$ cat src/rtl/operand_fetch.sv
// Operand fetch stage: register file read into a 2-entry FIFO that feeds the shifter.
// Optional write-to-read bypass enabled by defining OPERAND_FETCH_BYPASS_EN.
module operand_fetch #(
   parameter  int DATA_W = 16,
   parameter  int NREGS  = 8,
   localparam int AW     = $clog2(NREGS)
) (
   input  logic              clk,
   input  logic              rst_n,
   input  logic              wr_en,
   input  logic [AW-1:0]     wr_addr,
   input  logic [DATA_W-1:0] wr_data,
   input  logic              rd_valid,
   output logic              rd_ready,
   input  logic [AW-1:0]     rd_addr,
   input  logic [1:0]        rd_shift,
   output logic              out_valid,
   input  logic              out_ready,
   output logic [DATA_W-1:0] out_data,
   output logic [1:0]        out_shift
);

   typedef enum logic [1:0] {
      ST_EMPTY = 2'd0,
      ST_ONE   = 2'd1,
      ST_TWO   = 2'd2
   } state_t;

   state_t            r_state;
   state_t            w_state_nxt;
   logic [DATA_W-1:0] r_regs      [NREGS];
   logic [DATA_W-1:0] r_fifo_data [2];
   logic [1:0]        r_fifo_shift[2];
   logic              r_wptr;
   logic              r_rptr;
   logic              w_rd_ready;
   logic              w_out_valid;
   logic              w_accept;
   logic              w_pop;
   logic [DATA_W-1:0] w_operand;

   assign w_accept  = rd_valid && w_rd_ready;
   assign w_pop     = w_out_valid && out_ready;
   assign rd_ready  = w_rd_ready;
   assign out_valid = w_out_valid;
   // Head entry comes straight from FIFO flops, so no input reaches the outputs combinationally.
   assign out_data  = r_fifo_data[r_rptr];
   assign out_shift = r_fifo_shift[r_rptr];

   // FSM state register
   always_ff @(posedge clk or negedge rst_n) begin
      if (!rst_n) begin
         r_state <= ST_EMPTY;
      end else begin
         r_state <= w_state_nxt;
      end
   end

   // FSM next-state: occupancy moves by accept minus pop
   always_comb begin
      w_state_nxt = r_state;
      case (r_state)
         ST_EMPTY: begin
            if (w_accept) w_state_nxt = ST_ONE;
            else          w_state_nxt = ST_EMPTY;
         end
         ST_ONE: begin
            if (w_accept && !w_pop)      w_state_nxt = ST_TWO;
            else if (!w_accept && w_pop) w_state_nxt = ST_EMPTY;
            else                         w_state_nxt = ST_ONE;
         end
         ST_TWO: begin
            if (w_pop) w_state_nxt = ST_ONE;
            else       w_state_nxt = ST_TWO;
         end
         default: w_state_nxt = ST_EMPTY;
      endcase
   end

   // FSM outputs, decoded from state alone
   always_comb begin
      w_rd_ready  = 1'b1;
      w_out_valid = 1'b0;
      case (r_state)
         ST_EMPTY: begin w_rd_ready = 1'b1; w_out_valid = 1'b0; end
         ST_ONE:   begin w_rd_ready = 1'b1; w_out_valid = 1'b1; end
         ST_TWO:   begin w_rd_ready = 1'b0; w_out_valid = 1'b1; end
         default:  begin w_rd_ready = 1'b1; w_out_valid = 1'b0; end
      endcase
   end

   // Operand selection for a fetch in this cycle
   always_comb begin
      w_operand = r_regs[rd_addr];
`ifdef OPERAND_FETCH_BYPASS_EN
      if (wr_en && (wr_addr == rd_addr)) begin
         w_operand = wr_data;
      end else begin
         w_operand = r_regs[rd_addr];
      end
`endif
   end

   // Register file write port
   always_ff @(posedge clk or negedge rst_n) begin
      if (!rst_n) begin
         for (int i = 0; i < NREGS; i++) begin
            r_regs[i] <= {DATA_W{1'b0}};
         end
      end else if (wr_en) begin
         r_regs[wr_addr] <= wr_data;
      end
   end

   // FIFO storage and pointers; 1-bit pointers wrap naturally
   always_ff @(posedge clk or negedge rst_n) begin
      if (!rst_n) begin
         r_fifo_data[0]  <= {DATA_W{1'b0}};
         r_fifo_data[1]  <= {DATA_W{1'b0}};
         r_fifo_shift[0] <= 2'b00;
         r_fifo_shift[1] <= 2'b00;
         r_wptr          <= 1'b0;
         r_rptr          <= 1'b0;
      end else begin
         if (w_accept) begin
            r_fifo_data[r_wptr]  <= w_operand;
            r_fifo_shift[r_wptr] <= rd_shift;
            r_wptr               <= r_wptr + 1'b1;
         end
         if (w_pop) begin
            r_rptr <= r_rptr + 1'b1;
         end
      end
   end

endmodule

$ cat config.mk
export PLATFORM = sky130hd
export DESIGN_NAME = operand_fetch
export DESIGN_NICKNAME = d
export VERILOG_FILES = /design/src/rtl/operand_fetch.sv
export SDC_FILE = /design/constraint.sdc
export NUM_CORES = 1
export LEC_CHECK = 0
export ABC_AREA = 1
export CAP_MARGIN = 20
export CORE_MARGIN = 2
export CORE_UTILIZATION = 55
export CTS_CLUSTER_DIAMETER = 40
export DETAILED_ROUTE_END_ITERATION = 16
export GPL_ROUTABILITY_DRIVEN = 0
export GPL_TIMING_DRIVEN = 0
export PLACE_DENSITY = 0.75
export SLEW_MARGIN = 5
export SYNTH_ARGS = -nofsm -noshare
export SYNTH_HDL_FRONTEND = slang
export SYNTH_SLANG_ARGS = --single-unit
export TNS_END_PERCENT = 10
$ cat constraint.sdc
create_clock -name clk -period 2.05 [get_ports clk]
set_input_delay 0.5125 -clock clk [delete_from_list [all_inputs] [get_ports clk]]
set_output_delay 0.5125 -clock clk [all_outputs]
set_load 0.05 [all_outputs]
==> impl_results.md <==
- Status: finished with violations
- Failing checks: hold timing
- NetSw: 4.21 mW
- Cell variety after synth: 22
- Die H: 124 um
- Most common cell in the netlist: nand2_1
- H-Tree Depth: 4
- Pin count of the biggest net entering global routing: 110
- Port Buffers: 46
- Max-Cap Viols: 0
- Number of synthesized flops with an enable pin: 0
- Actual slew at the worst max-slew pin: 0.556 ns
- Cell mode on critical path: buf_6
- Antenna viol nets, final: 0
- Critical path's top delay family: buffers and inverters
- Via density: 5.34
- CTS tree: built
- Final Util: 66.3%
- Comb power frac: 32.5%
- Critical path type: flip-flop to output port
- Total CTS buffers: 17
- Pre-CTS setup slack: -0.387 ns
- DIE AREA: 15400 um^2
- Max transition margin: 62.9%
- GRT Util Overall: 27.4%
- Critical Path AT: 1.53 ns
- Antenna cells: 0
- FILL cells: 1263
- Total number of vias: 6963
- Io pins: 49
- Final Hold Fails: 3
- Clk pwr share: 27.7%
- Int Pwr: 7.33 mW
- Row count: 43
- Residual DRC: 0
- Setup-failing EPs final: 0
- Top cells by count, synth: 425 x nand2_1, 168 x dfrtp_1, 123 x o21ai_0, 121 x inv_1, 115 x nand3_1
- Critical Path Slowest Stage Cell: dfrtp_1
- Seq/Total Area, Yosys: 52.9%
- Layout cell share with drive strength beyond 1: 10.8%
- Min-delay worst type: input port to async pin
- Post-route minimum period: 2.04 ns
- Reg2reg start: r_state[0]$_DFF_PN0_
- Critical Path End Type: output port
- Final WL: 20500 um
- Critical path peak fanout: 11
- Period Utilization, post-route: 99.5%
- Switch share: 36.5%
- Clock Sinks: 168
- YS warnings: 0
- P&R area growth vs syn: 16.6%
- Max Fclk: 0.490 GHz
- Clk pin slew, worst setup/hold paths: 0.06 ns
- Root Driver: clkbuf_16
- Syn Area/Cell: 7.64 um^2
- Final Power: 11.5 mW
- Mapped Nets: 1074
- Post-synth top area share: 52.9%
- Post-synthesis async set-or-reset flop share: 100%
- Max-slew violations: 0
- Worst EP required: 1.54 ns
- Cells after DPL: 1268
- Power density over the cells: 1240 nW/um^2
- Maximum root-to-sink buffer count: 2
- Drt first pass iters: 5
- Initial DRC Count: 567
- Startpoint class of the critical path: flip-flop
- Crit-path cells: buf_6 > clkinvlp_4 > buf_6 > nand2_1 > nand2_2 > buf_6
- #FFs+latches synth: 168
- Post-synth top area cell: dfrtp_1
- Reg2reg path depth: 8
- Initial core utilization: 56.8%
- WP buf/inv: 4
- Chip width: 124 um
- Area taken by multi-input logic gates: 2970 um^2
- Core footprint: 14000 um^2
- Hold Slack: -0.00451 ns
- DP HPWL: 14600 um
- Cell count after synthesis: 1041
- Setup slack, reg-to-reg: 0.44 ns
- RSZ-0062 raised after global routing: true
- First-pass GRT wire length: 33600 um
- Per-cell routed wire length: 15.7 um
- Grt total ovfl: 0
- Leakage: 4.92 nW
- Number of global-route vias before repair: 6485
- Register area: 4200 um^2
- Max stage delay on crit path: 0.34 ns
- Clock skew: 0.00821 ns
- Setup ws final: 0.00963 ns
- Cell Area, Synth: 7950 um^2
- Top post-synthesis cells by area: dfrtp_1 53%, nand2_1 20%, o21ai_0 7.7%, nand3_1 7.2%, inv_1 5.7%
- Initial antenna violation count: 0
- RR Endpoint: r_fifo_data[6]$_DFFE_PN0P_
- Reg power frac: 39.8%
- Final Non-Filler Cells: 1303
- Commonest register cell after synthesis: dfrtp_1
- Nets: 1144
- Peak supply drop: 0.653 mV
- Worst skew pair latency: 0.43 ns
==> per-stage QoR <==
stage / TNS (ns) / cell area [um^2]
5_1_grt: -0.399 / 9270
3_3_place_gp: -1072.19 / 8640
4_1_cts: -0.0392 / 9300
3_5_place_dp: -4.87 / 8670
6_report: 0 / 9270
2_1_floorplan: 0 / 7950
==> worst max path at each step <==
stage | startpoint | end | slack (ns) | cells after the start
after floorplan | r_rptr$_DFFE_PN0P_ | out_data[10] | 0.33 | 5
after global placement | rst_n | r_regs[57]$_DFFE_PN0P_ | -6.37 | 1
after detailed placement | r_rptr$_DFFE_PN0P_ | out_data[14] | -0.39 | 6
after CTS | r_rptr$_DFFE_PN0P_ | out_shift[1] | -0.02 | 5
after global routing | r_rptr$_DFFE_PN0P_ | out_data[14] | -0.05 | 6
final | r_rptr$_DFFE_PN0P_ | out_data[12] | 0.01 | 6
==> metal layers <==
metal | GRT usage (%) | wire length (um)
met5 | 0 | 0
met4 | 8.86 | 364
met3 | 4.99 | 1170
met2 | 43.8 | 9860
met1 | 38.1 | 9100
==> worst register-to-register path, stage by stage (launching register included) <==
cell	delay, ns
dfrtp_1	0.39
inv_1	0.08
ha_1	0.24
nor2_2	0.19
nand2_1	0.15
inv_2	0.14
buf_4	0.19
nand3_1	0.10
nand2_1	0.07
==> layout by cell type, fill, tap and decap left out, types with 4 or more instances in the layout <==
master           netlist  routed
ha_1                   4       4
nand3_1              115     115
clkbuf_16              0      17
clkinvlp_4             0       4
inv_2                  8       7
buf_2                 36      43
o21ai_1                9       9
dfrtp_1              168     168
inv_1                121     121
o21ai_0              123     123
buf_6                  0      12
clkdlybuf4s50_1        0      25
clkbuf_8               0       4
clkbuf_2               4       4
nand2_1              425     423
buf_4                 10      15
clkbuf_1               4       7
==> power groups by stage <==
stage | clock (mW) | sequential, mW | combinational [mW]
6_report | 3.20 | 4.59 | 3.75
5_1_grt | 3.36 | 4.68 | 4.16
4_1_cts | 3.22 | 4.58 | 3.80
3_5_place_dp | 0 | 4.63 | 3.68
3_3_place_gp | 0 | 4.61 | 3.60
2_1_floorplan | 0 | 4.53 | 2.62
==> state kept, by name, summed over array words and instances, names as in the netlist <==
signal,flops
r_rptr,1
r_fifo_shift,4
r_wptr,1
r_fifo_data,32
r_state,2
r_regs,128
==> logic make-up after synthesis <==
| family | after synthesis | synth area share [%] |
|---|---|---|
| AND/OR/NAND/NOR | 549 | 28.1 |
| buffers and inverters | 185 | 9.83 |
| flip-flops | 168 | 52.9 |
| AO/OA/AOI/OAI | 134 | 8.45 |
| adder cells (fa/ha/maj) | 4 | 0.629 |
| XOR/XNOR | 1 | 0.110 |
==> final cells by class <==
class | instances | area share (%)
Clock inverter | 7 | 0.999
Tap cell | 180 | 2.43
Clock buffer | 24 | 5.30
Inverter | 129 | 5.25
Timing Repair Buffer | 50 | 5.18
Sequential cell | 168 | 45.3
Multi-Input combinational cell | 688 | 32.0
Timing Repair inverter | 1 | 0.0810
Buffer | 56 | 3.39
==> timing repair <==
item                       4_1_cts  5_1_grt
resized for setup              118       13
gates cloned                     1        0
buffers inserted                 3        0
setup endpoints to repair       20       17
hold buffers                     0        0
Power figures use the tool's default switching activity.
